==> config.mk <==
export PLATFORM = sky130hd
export DESIGN_NAME = mx_block_sequencer
export DESIGN_NICKNAME = d
export VERILOG_FILES = /design/src/rtl/mx_pkg.sv /design/src/rtl/mx_elem_buf.sv /design/src/rtl/mx_block_sequencer.sv
export SDC_FILE = /design/constraint.sdc
export NUM_CORES = 1
export LEC_CHECK = 0
export ABC_CLOCK_PERIOD_IN_PS = 3700
export BUFFER_PORTS_ARGS = -buffer_cell sky130_fd_sc_hd__buf_2
export CAP_MARGIN = 20
export CORE_MARGIN = 4
export CORE_UTILIZATION = 61
export CTS_CLUSTER_SIZE = 14
export DETAILED_ROUTE_END_ITERATION = 8
export PLACE_DENSITY = 0.76
export SETUP_SLACK_MARGIN = 0.4
export SLEW_MARGIN = 25
export SYNTH_ARGS = -nofsm -noshare
export SYNTH_HDL_FRONTEND = slang
export SYNTH_SLANG_ARGS = --single-unit
==> constraint.sdc <==
create_clock -name clk -period 3.7 [get_ports clk]
set_input_delay 0.74 -clock clk [delete_from_list [all_inputs] [get_ports clk]]
set_output_delay 0.74 -clock clk [all_outputs]
set_load 0.02 [all_outputs]
==> src/rtl/mx_pkg.sv <==
// Shared constants and types for the FP32 -> MX E4M3 block sequencing path.
// Field positions follow the IEEE-754 single-precision layout {sign, exp, mant}.
package mx_pkg;

    localparam int FP_SIGN_BIT   = 31;
    localparam int FP_EXP_MSB    = 30;
    localparam int FP_EXP_LSB    = 23;
    localparam int FP_MANT_MSB   = 22;
    localparam int EXP_W         = 8;
    localparam int E4M3_W        = 8;
    localparam int SCALE_W       = 8;

    localparam int BLOCK_SIZE_DEF = 32;
    localparam int IDX_W_DEF      = 5;
    localparam int MANT_KEEP_DEF  = 4;

    typedef enum logic [1:0] {
        COLLECT = 2'd0,
        SCALE   = 2'd1,
        EMIT    = 2'd2
    } state_e;

    // Unsigned exponent maximum; 0xFF (Inf/NaN) naturally dominates.
    function automatic logic [EXP_W-1:0] exp_max(input logic [EXP_W-1:0] a,
                                                 input logic [EXP_W-1:0] b);
        return (a > b) ? a : b;
    endfunction

endpackage

==> src/rtl/mx_elem_buf.sv <==
// Element store for one MX block: BLOCK_SIZE entries of the converter operand form.
// One synchronous write port, one asynchronous read port.
module mx_elem_buf
    import mx_pkg::*;
#(
    parameter int DEPTH = BLOCK_SIZE_DEF,
    parameter int IDX_W = IDX_W_DEF,
    parameter int W     = 13
) (
    input  logic             clk,
    input  logic             we_i,
    input  logic [IDX_W-1:0] waddr_i,
    input  logic [W-1:0]     wdata_i,
    input  logic [IDX_W-1:0] raddr_i,
    output logic [W-1:0]     rdata_o
);

    logic [W-1:0] mem_q [DEPTH];

    // Write port: one element per accepted input beat.
    always_ff @(posedge clk) begin
        if (we_i) begin
            mem_q[waddr_i] <= wdata_i;
        end
    end

    assign rdata_o = mem_q[raddr_i];

endmodule

==> src/rtl/mx_block_sequencer.sv <==
// Collects BLOCK_SIZE FP32 elements, tracks the shared exponent, then emits one
// scale byte followed by the converter's E4M3 result for each element, in order.
module mx_block_sequencer
    import mx_pkg::*;
#(
    parameter int BLOCK_SIZE = BLOCK_SIZE_DEF,
    parameter int IDX_W      = IDX_W_DEF,
    parameter int MANT_KEEP  = MANT_KEEP_DEF
) (
    input  logic                         clk,
    input  logic                         rst,
    input  logic                         in_valid,
    output logic                         in_ready,
    input  logic [31:0]                  in_data,
    output logic                         out_valid,
    input  logic                         out_ready,
    output logic [E4M3_W-1:0]            out_data,
    output logic                         out_is_scale,
    output logic                         out_last,
    output logic [EXP_W+MANT_KEEP:0]     conv_v,
    output logic [SCALE_W-1:0]           conv_x,
    input  logic [E4M3_W-1:0]            conv_p
);

    localparam int V_W = 1 + EXP_W + MANT_KEEP;
    localparam logic [IDX_W-1:0] LAST_IDX = IDX_W'(BLOCK_SIZE - 1);

    state_e              state_q;
    logic [IDX_W-1:0]    wr_idx_q;
    logic [IDX_W-1:0]    rd_idx_q;
    logic [SCALE_W-1:0]  max_exp_q;
    logic                out_valid_q;
    logic [E4M3_W-1:0]   out_data_q;
    logic                out_is_scale_q;
    logic                out_last_q;

    logic [EXP_W-1:0]    in_exp_s;
    logic [V_W-1:0]      in_v_s;
    logic [SCALE_W-1:0]  new_max_s;
    logic                last_in_s;
    logic                in_ready_s;
    logic                accept_s;
    logic                load_en_s;
    logic                unused_mant_s;

    assign in_exp_s      = in_data[FP_EXP_MSB:FP_EXP_LSB];
    assign in_v_s        = {in_data[FP_SIGN_BIT], in_exp_s, in_data[FP_MANT_MSB -: MANT_KEEP]};
    assign unused_mant_s = ^in_data[FP_MANT_MSB-MANT_KEEP:0];
    assign last_in_s     = (wr_idx_q == LAST_IDX);
    assign new_max_s     = (wr_idx_q == {IDX_W{1'b0}}) ? in_exp_s : exp_max(max_exp_q, in_exp_s);

    // The closing element is held off while the previous block's last beat is
    // still pending, so the scale load can never overwrite an unconsumed beat.
    assign in_ready_s = (state_q == COLLECT) && !(last_in_s && out_valid_q);
    assign accept_s   = in_valid && in_ready_s;
    assign load_en_s  = !out_valid_q || out_ready;

    mx_elem_buf #(
        .DEPTH (BLOCK_SIZE),
        .IDX_W (IDX_W),
        .W     (V_W)
    ) u_elem_buf (
        .clk     (clk),
        .we_i    (accept_s),
        .waddr_i (wr_idx_q),
        .wdata_i (in_v_s),
        .raddr_i (rd_idx_q),
        .rdata_o (conv_v)
    );

    // Sequencer FSM: counters, shared-exponent tracker and the output register.
    always_ff @(posedge clk) begin
        if (rst) begin
            state_q        <= COLLECT;
            wr_idx_q       <= {IDX_W{1'b0}};
            rd_idx_q       <= {IDX_W{1'b0}};
            max_exp_q      <= {SCALE_W{1'b0}};
            out_valid_q    <= 1'b0;
            out_data_q     <= {E4M3_W{1'b0}};
            out_is_scale_q <= 1'b0;
            out_last_q     <= 1'b0;
        end else begin
            case (state_q)
                COLLECT: begin
                    if (load_en_s) begin
                        out_valid_q    <= 1'b0;
                        out_is_scale_q <= 1'b0;
                        out_last_q     <= 1'b0;
                    end
                    if (accept_s) begin
                        wr_idx_q  <= wr_idx_q + {{(IDX_W-1){1'b0}}, 1'b1};
                        max_exp_q <= new_max_s;
                        if (last_in_s) begin
                            state_q        <= SCALE;
                            out_data_q     <= new_max_s;
                            out_is_scale_q <= 1'b1;
                            out_last_q     <= 1'b0;
                            out_valid_q    <= 1'b1;
                        end
                    end
                end
                SCALE: begin
                    if (load_en_s) begin
                        out_data_q     <= conv_p;
                        out_is_scale_q <= 1'b0;
                        out_last_q     <= (rd_idx_q == LAST_IDX);
                        out_valid_q    <= 1'b1;
                        rd_idx_q       <= rd_idx_q + {{(IDX_W-1){1'b0}}, 1'b1};
                        state_q        <= EMIT;
                    end
                end
                EMIT: begin
                    if (load_en_s) begin
                        out_data_q     <= conv_p;
                        out_is_scale_q <= 1'b0;
                        out_last_q     <= (rd_idx_q == LAST_IDX);
                        out_valid_q    <= 1'b1;
                        if (rd_idx_q == LAST_IDX) begin
                            rd_idx_q <= {IDX_W{1'b0}};
                            state_q  <= COLLECT;
                        end else begin
                            rd_idx_q <= rd_idx_q + {{(IDX_W-1){1'b0}}, 1'b1};
                        end
                    end
                end
                default: begin
                    state_q <= COLLECT;
                end
            endcase
        end
    end

    assign in_ready     = in_ready_s;
    assign out_valid    = out_valid_q;
    assign out_data     = out_data_q;
    assign out_is_scale = out_is_scale_q;
    assign out_last     = out_last_q;
    assign conv_x       = max_exp_q;

endmodule
Word-level counts from Yosys, hierarchy flattened
Memory sizes are Yosys's and may differ from the RTL's. A register that Yosys moved wholly into a read port is not among the register bits.
Cells that the tools add are included.
{ "word_totals": {"ramBits": 416, "memories": 1, "ff_bits": 31, "wordCells": 72, "inputBits": 44, "out_inout_bits": 33} }
{ "classes": {"n_addsub": 2, "mux": 34, "magnitude_cmp": 1, "reduce_logical": 16, "eq_ne": 10} }
{ "mem_list": {"columns": ["name", "words", "word_bits", "rd", "rd_clocked_by_memory_dff", "write_ports", "line_no", "text"], "rows": [
  ["u_elem_buf.mem_q", 32, 13, 1, 1, 1, "mx_elem_buf.sv:18", "logic [W-1:0] mem_q [DEPTH];"]
]} }
{ "ops": {"columns": ["op", "n"], "rows": [
  ["8-bit two-way mux", 5],
  ["5-bit two-way mux", 5],
  ["8-bit case mux with 2 select lines", 1],
  ["1-bit two-way mux", 13],
  ["5-bit by 1-bit adder with 5-bit output (second input constant)", 2],
  ["5-bit == test (second input constant)", 2],
  ["2-bit two-way mux", 5],
  ["2-bit inequality test (second input constant)", 5],
  ["5-bit case mux with 2 select lines", 1],
  ["8-bit greater-than comparator", 1],
  ["1-bit case mux with 2 select lines", 3],
  ["2-bit case mux with 3 select lines", 1],
  ["5-bit zero test", 1],
  ["5-bit AND reduction", 1],
  ["2-bit AND reduction", 2],
  ["4-bit AND reduction", 1],
  ["2-bit nonzero test", 2],
  ["1-bit logical AND", 3],
  ["3-bit AND reduction", 1],
  ["2-bit by 1-bit == test with 1-bit output (second input constant)", 1],
  ["2-bit == test (second input constant)", 1],
  ["1-bit zero test", 2],
  ["2-bit zero test", 1],
  ["2-bit by 1-bit inequality test with 1-bit output (second input constant)", 1],
  ["other kinds (2)", 2]
]} }

Longest topological paths before layout
{ "logic_depth": {"ltp_word": 7, "depth_mapped": 9, "ltp_nobuf": 8} }

By module
A second synthesis with hierarchy kept.
{ "unflattened": {"hier_cells": 1153, "area_unflattened_um2": 18495.2} }
{ "by_module_without_submodules": {"columns": ["mod", "n_inst", "cells_per_inst", "seq_area_each_um2", "area_per_inst_um2"], "rows": [
  ["mx_elem_buf", 1, 923, 12492.0, 16468.3],
  ["mx_block_sequencer", 1, 230, 620.6, 2026.9]
]} }

Worst setup path after synthesis
Ideal clock, no wire load.
{ "synth_timing": {"path_type": "register to register", "start": "register wr_idx_q[0]", "end": "memory u_elem_buf.mem_q[15][0], enable pin", "required_time_ns": 3.318, "n_path_buf": 1, "slack_ns": 0.455, "stages_incl_launch_ff": 9, "synth_period_minus_slack_ns": 3.245, "setup_time_ns": 0.382, "arrival_ns": 2.863, "cell_sequence": "dfxtp_1 -> ha_1 -> and3_1 -> ha_1 -> a21boi_0 -> and2_1 -> clkbuf_1 -> nand2_1 -> nor2_1"} }
{ "synth_via": {"elab_chain_len": 7} }
{ "synth_lines": {"columns": ["element", "line_no", "text"], "rows": [
  ["start, declared", "mx_block_sequencer.sv:29", "logic [IDX_W-1:0] wr_idx_q;"],
  ["start signal, assigned", "mx_block_sequencer.sv:75", "wr_idx_q <= {IDX_W{1'b0}};"],
  ["start signal, assigned", "mx_block_sequencer.sv:91", "wr_idx_q <= wr_idx_q + {{(IDX_W-1){1'b0}}, 1'b1};"],
  ["5-bit == test", "mx_block_sequencer.sv:49", "assign last_in_s = (wr_idx_q == LAST_IDX);"],
  ["1-bit logical AND", "mx_block_sequencer.sv:54", "assign in_ready_s = (state_q == COLLECT) && !(last_in_s && out_valid_q);"],
  ["1-bit zero test", "mx_block_sequencer.sv:54", null],
  ["1-bit logical AND", "mx_block_sequencer.sv:54", null],
  ["net in_ready", "mx_block_sequencer.sv:13", "output logic in_ready,"],
  ["1-bit logical AND", "mx_block_sequencer.sv:55", "assign accept_s = in_valid && in_ready_s;"],
  ["1-bit two-way mux", "mx_elem_buf.sv:22", "if (we_i) begin"],
  ["1-bit two-way mux (implied by the code)", "mx_elem_buf.sv:23", "mem_q[waddr_i] <= wdata_i;"],
  ["end, declared", "mx_elem_buf.sv:18", null]
]} }
The timed path passes the listed nets, and every way through them passes these cells.

==> flow_metrics.env <==
export IMPL_hp_class="reg2reg"
export IMPL_area_growth_pct=15.9
export IMPL_ys_warn_count=0
export IMPL_first_pass_iters=5
export IMPL_dp_cells=1317
export IMPL_final_cell_mix="edfxtp_1 (416), mux4_2 (130), buf_4 (56)"
export IMPL_fp_dieW_um=180
export IMPL_grt_max_degree=53
export IMPL_start_kind="register"
export IMPL_path_clk_slew_ns=0.06
export IMPL_numPortBuffers=57
export IMPL_diodes=0
export IMPL_status="complete, no violations"
export IMPL_synthDistinctLibCells=41
export IMPL_drt_iter0_markers=1148
export IMPL_dieArea_mm2=0.0323
export IMPL_ios=77
export IMPL_p_per_area_mw_per_mm2=500
export IMPL_maxSlewHeadroom=0.280
export IMPL_placementRows=62
export IMPL_worstPathArrival_ns=2.87
export IMPL_clockBufferDepth=3
export IMPL_track_usage=0.278
export IMPL_drt_wl_total_um=44500
export IMPL_r2r_start="wr_idx_q[0]"
export IMPL_ys_seq_area_frac=0.735
export IMPL_n_fill_cell=1695
export IMPL_grt_ovfl_total=0
export IMPL_critical_path_class="reg2out"
export IMPL_drive_above_1_share=0.325
export IMPL_cp_max_fo=7
export IMPL_hp_start="out_is_scale"
export IMPL_tritoncts="done"
export IMPL_via_per_inst=6.64
export IMPL_syn_inst=868
export IMPL_tightestPinTransition_ns=1.08
export IMPL_core_mm2=0.0289
export IMPL_ant_nets=0
export IMPL_ys_ff_latch=452
export IMPL_gp_congestion=0.820
export IMPL_fin_nets=1060
export IMPL_cts_buffers=45
export IMPL_required_ns=2.96
export IMPL_hold_viol_final=0
export IMPL_initial_core_util=0.623
export IMPL_synth_nets=932
export IMPL_maxSlewViolCount=0
export IMPL_maxCapViolations=0
export IMPL_finalCritPeriodShare=0.976
export IMPL_setup_tns_ns=0
export IMPL_layout_commonest_cell="edfxtp_1"
export IMPL_clock_sinks=452
export IMPL_layoutNonFillerInstCount=1416
export IMPL_insertion_delay_ns=0.56
export IMPL_routedWlPerCell_um=31.4
export IMPL_leakage_nw=6.91
export IMPL_max_freq_mhz=277
export IMPL_grt_pass1_vias=9721
export IMPL_cts_htree_levels=2
export IMPL_end_kind="primary output"
export IMPL_vias=9401
export IMPL_grt_setup_unrepaired="yes"
export IMPL_fin_crit_ns=3.61
export IMPL_grt_pass1_wl_um=65500
export IMPL_fin_skew_ns=0.0258
export IMPL_synth_top_flop_cell="edfxtp_1"
export IMPL_r2r_slack_ns=0.97
export IMPL_fp_dieH_um=180
export IMPL_dpl_hpwl_um=22400
export IMPL_synth_avg_cell_area_um2=20.7
export IMPL_setup_violations=0
export IMPL_holdBufCountCts=0
export IMPL_drc_errors=0
export IMPL_synthArstFlopShare=0
export IMPL_synth_edf_count=416
export IMPL_cts_root_buf="clkbuf_16"
export IMPL_antenna_found_initial=0
export IMPL_syn_area_mm2=0.0180
export IMPL_irDropWorstVdd_v=0.000310
worst paths after layout:
| path | cells after the start | endpoint |
|---|---|---|
| worst max-delay path | 7 | conv_v[11] |
| worst min-delay path | 2 | out_is_scale |
| worst max register to register | 8 | u_elem_buf.mem_q[7][8] |
| worst min register to register | 2 | out_is_scale |
timing repair:
action / in CTS / in global routing
cloned: 6 / 0
resized for setup: 30 / 8
setup endpoints to repair: 13 / 13
setup buffers: 9 / 1
flip-flops by register name, indices dropped and copies added (netlist names), named ones only:
| register | count |
|---|---|
| state_q | 2 |
| u_elem_buf.mem_q | 416 |
| out_data | 8 |
| out_is_scale | 1 |
| out_valid | 1 |
| rd_idx_q | 5 |
| conv_x | 8 |
| wr_idx_q | 5 |
| out_last | 1 |
final cells by class:
class	instances	area [um^2]	share of cell area
tap	384	480	0.0231
inverter	13	48.8	0.00234
multi-input combinational	358	4520	0.217
sequential	452	13200	0.635
clock inverter	22	208	0.00997
clock buffer	61	1230	0.0590
timing repair buffer	126	1130	0.0541
critical path, stage by stage (launching register included):
cell	delay, ns
dfxtp_4	0.38
buf_12	0.13
buf_6	0.14
buf_16	0.15
mux4_2	0.54
mux4_2	0.51
mux2_4	0.31
buf_4	0.17
synthesized netlist by cell type, drive strengths merged (2+ instances only):
library cell  number  area [um^2]
a21oi             19         95.1
o221ai             8         70.1
nand3b             5         37.5
o211a              8         80.1
buf               20          136
xor2               2         17.5
inv               13         48.8
o21ai             16         80.1
ha                20          250
and2               3         18.8
dfxtp             36          721
mux4             130         2930
mux2i             13          130
nand3              3         15.0
nand4              3         18.8
edfxtp           416        12500
mux2              13          146
nand2             11         41.3
nor2b              2         12.5
nand2b            18          113
or3b               2         17.5
nor2              50          188
o211ai             9         67.6
clkbuf            25         93.8
and3              10         62.6
report_power, final:
group | internal, W | leakage [nW] | total, W | switching, W
Sequential | 0.00561 | 4.04 | 0.00563 | 0.0000222
Combinational | 0.000101 | 2.17 | 0.000300 | 0.000199
Clock | 0.00261 | 0.705 | 0.00449 | 0.00187
layer usage:
layer | vias up | routed length, um | part of all wire | GRT usage
met5 | - | 0 | 0 | 0
met4 | 0 | 1830 | 0.041 | 0.0997
met3 | 103 | 4350 | 0.098 | 0.0647
met2 | 624 | 22500 | 0.50 | 0.455
met1 | 4817 | 15900 | 0.36 | 0.374
li1 | 3857 | - | - | -
per-stage QoR:
step	util	instance area (um^2)	power (W)	worst slack [ns]	hold slack, ns
4_1_cts	0.721	20800	0.0104	0.0551	0.500
6_report	0.722	20800	0.0104	0.0873	0.495
3_5_place_dp	0.658	19000	0.00601	0.524	0.484
2_1_floorplan	-	18000	0.00586	0.455	0.473
5_1_grt	0.722	20800	0.0107	0.0335	0.533
3_3_place_gp	0.658	19000	0.00600	0.529	0.462
kinds of logic after synthesis:
kind of cell             count (synthesis)  share of synthesized area
flip-flops                             452                      0.735
XOR/XNOR                                 3                    0.00146
buffers and inverters                   58                     0.0155
adder cells (fa/ha/maj)                 20                     0.0139
multiplexers                           156                      0.178
AO/OA/AOI/OAI                           67                     0.0248
AND/OR/NAND/NOR                        112                     0.0313
Power figures use the tool's default switching activity.
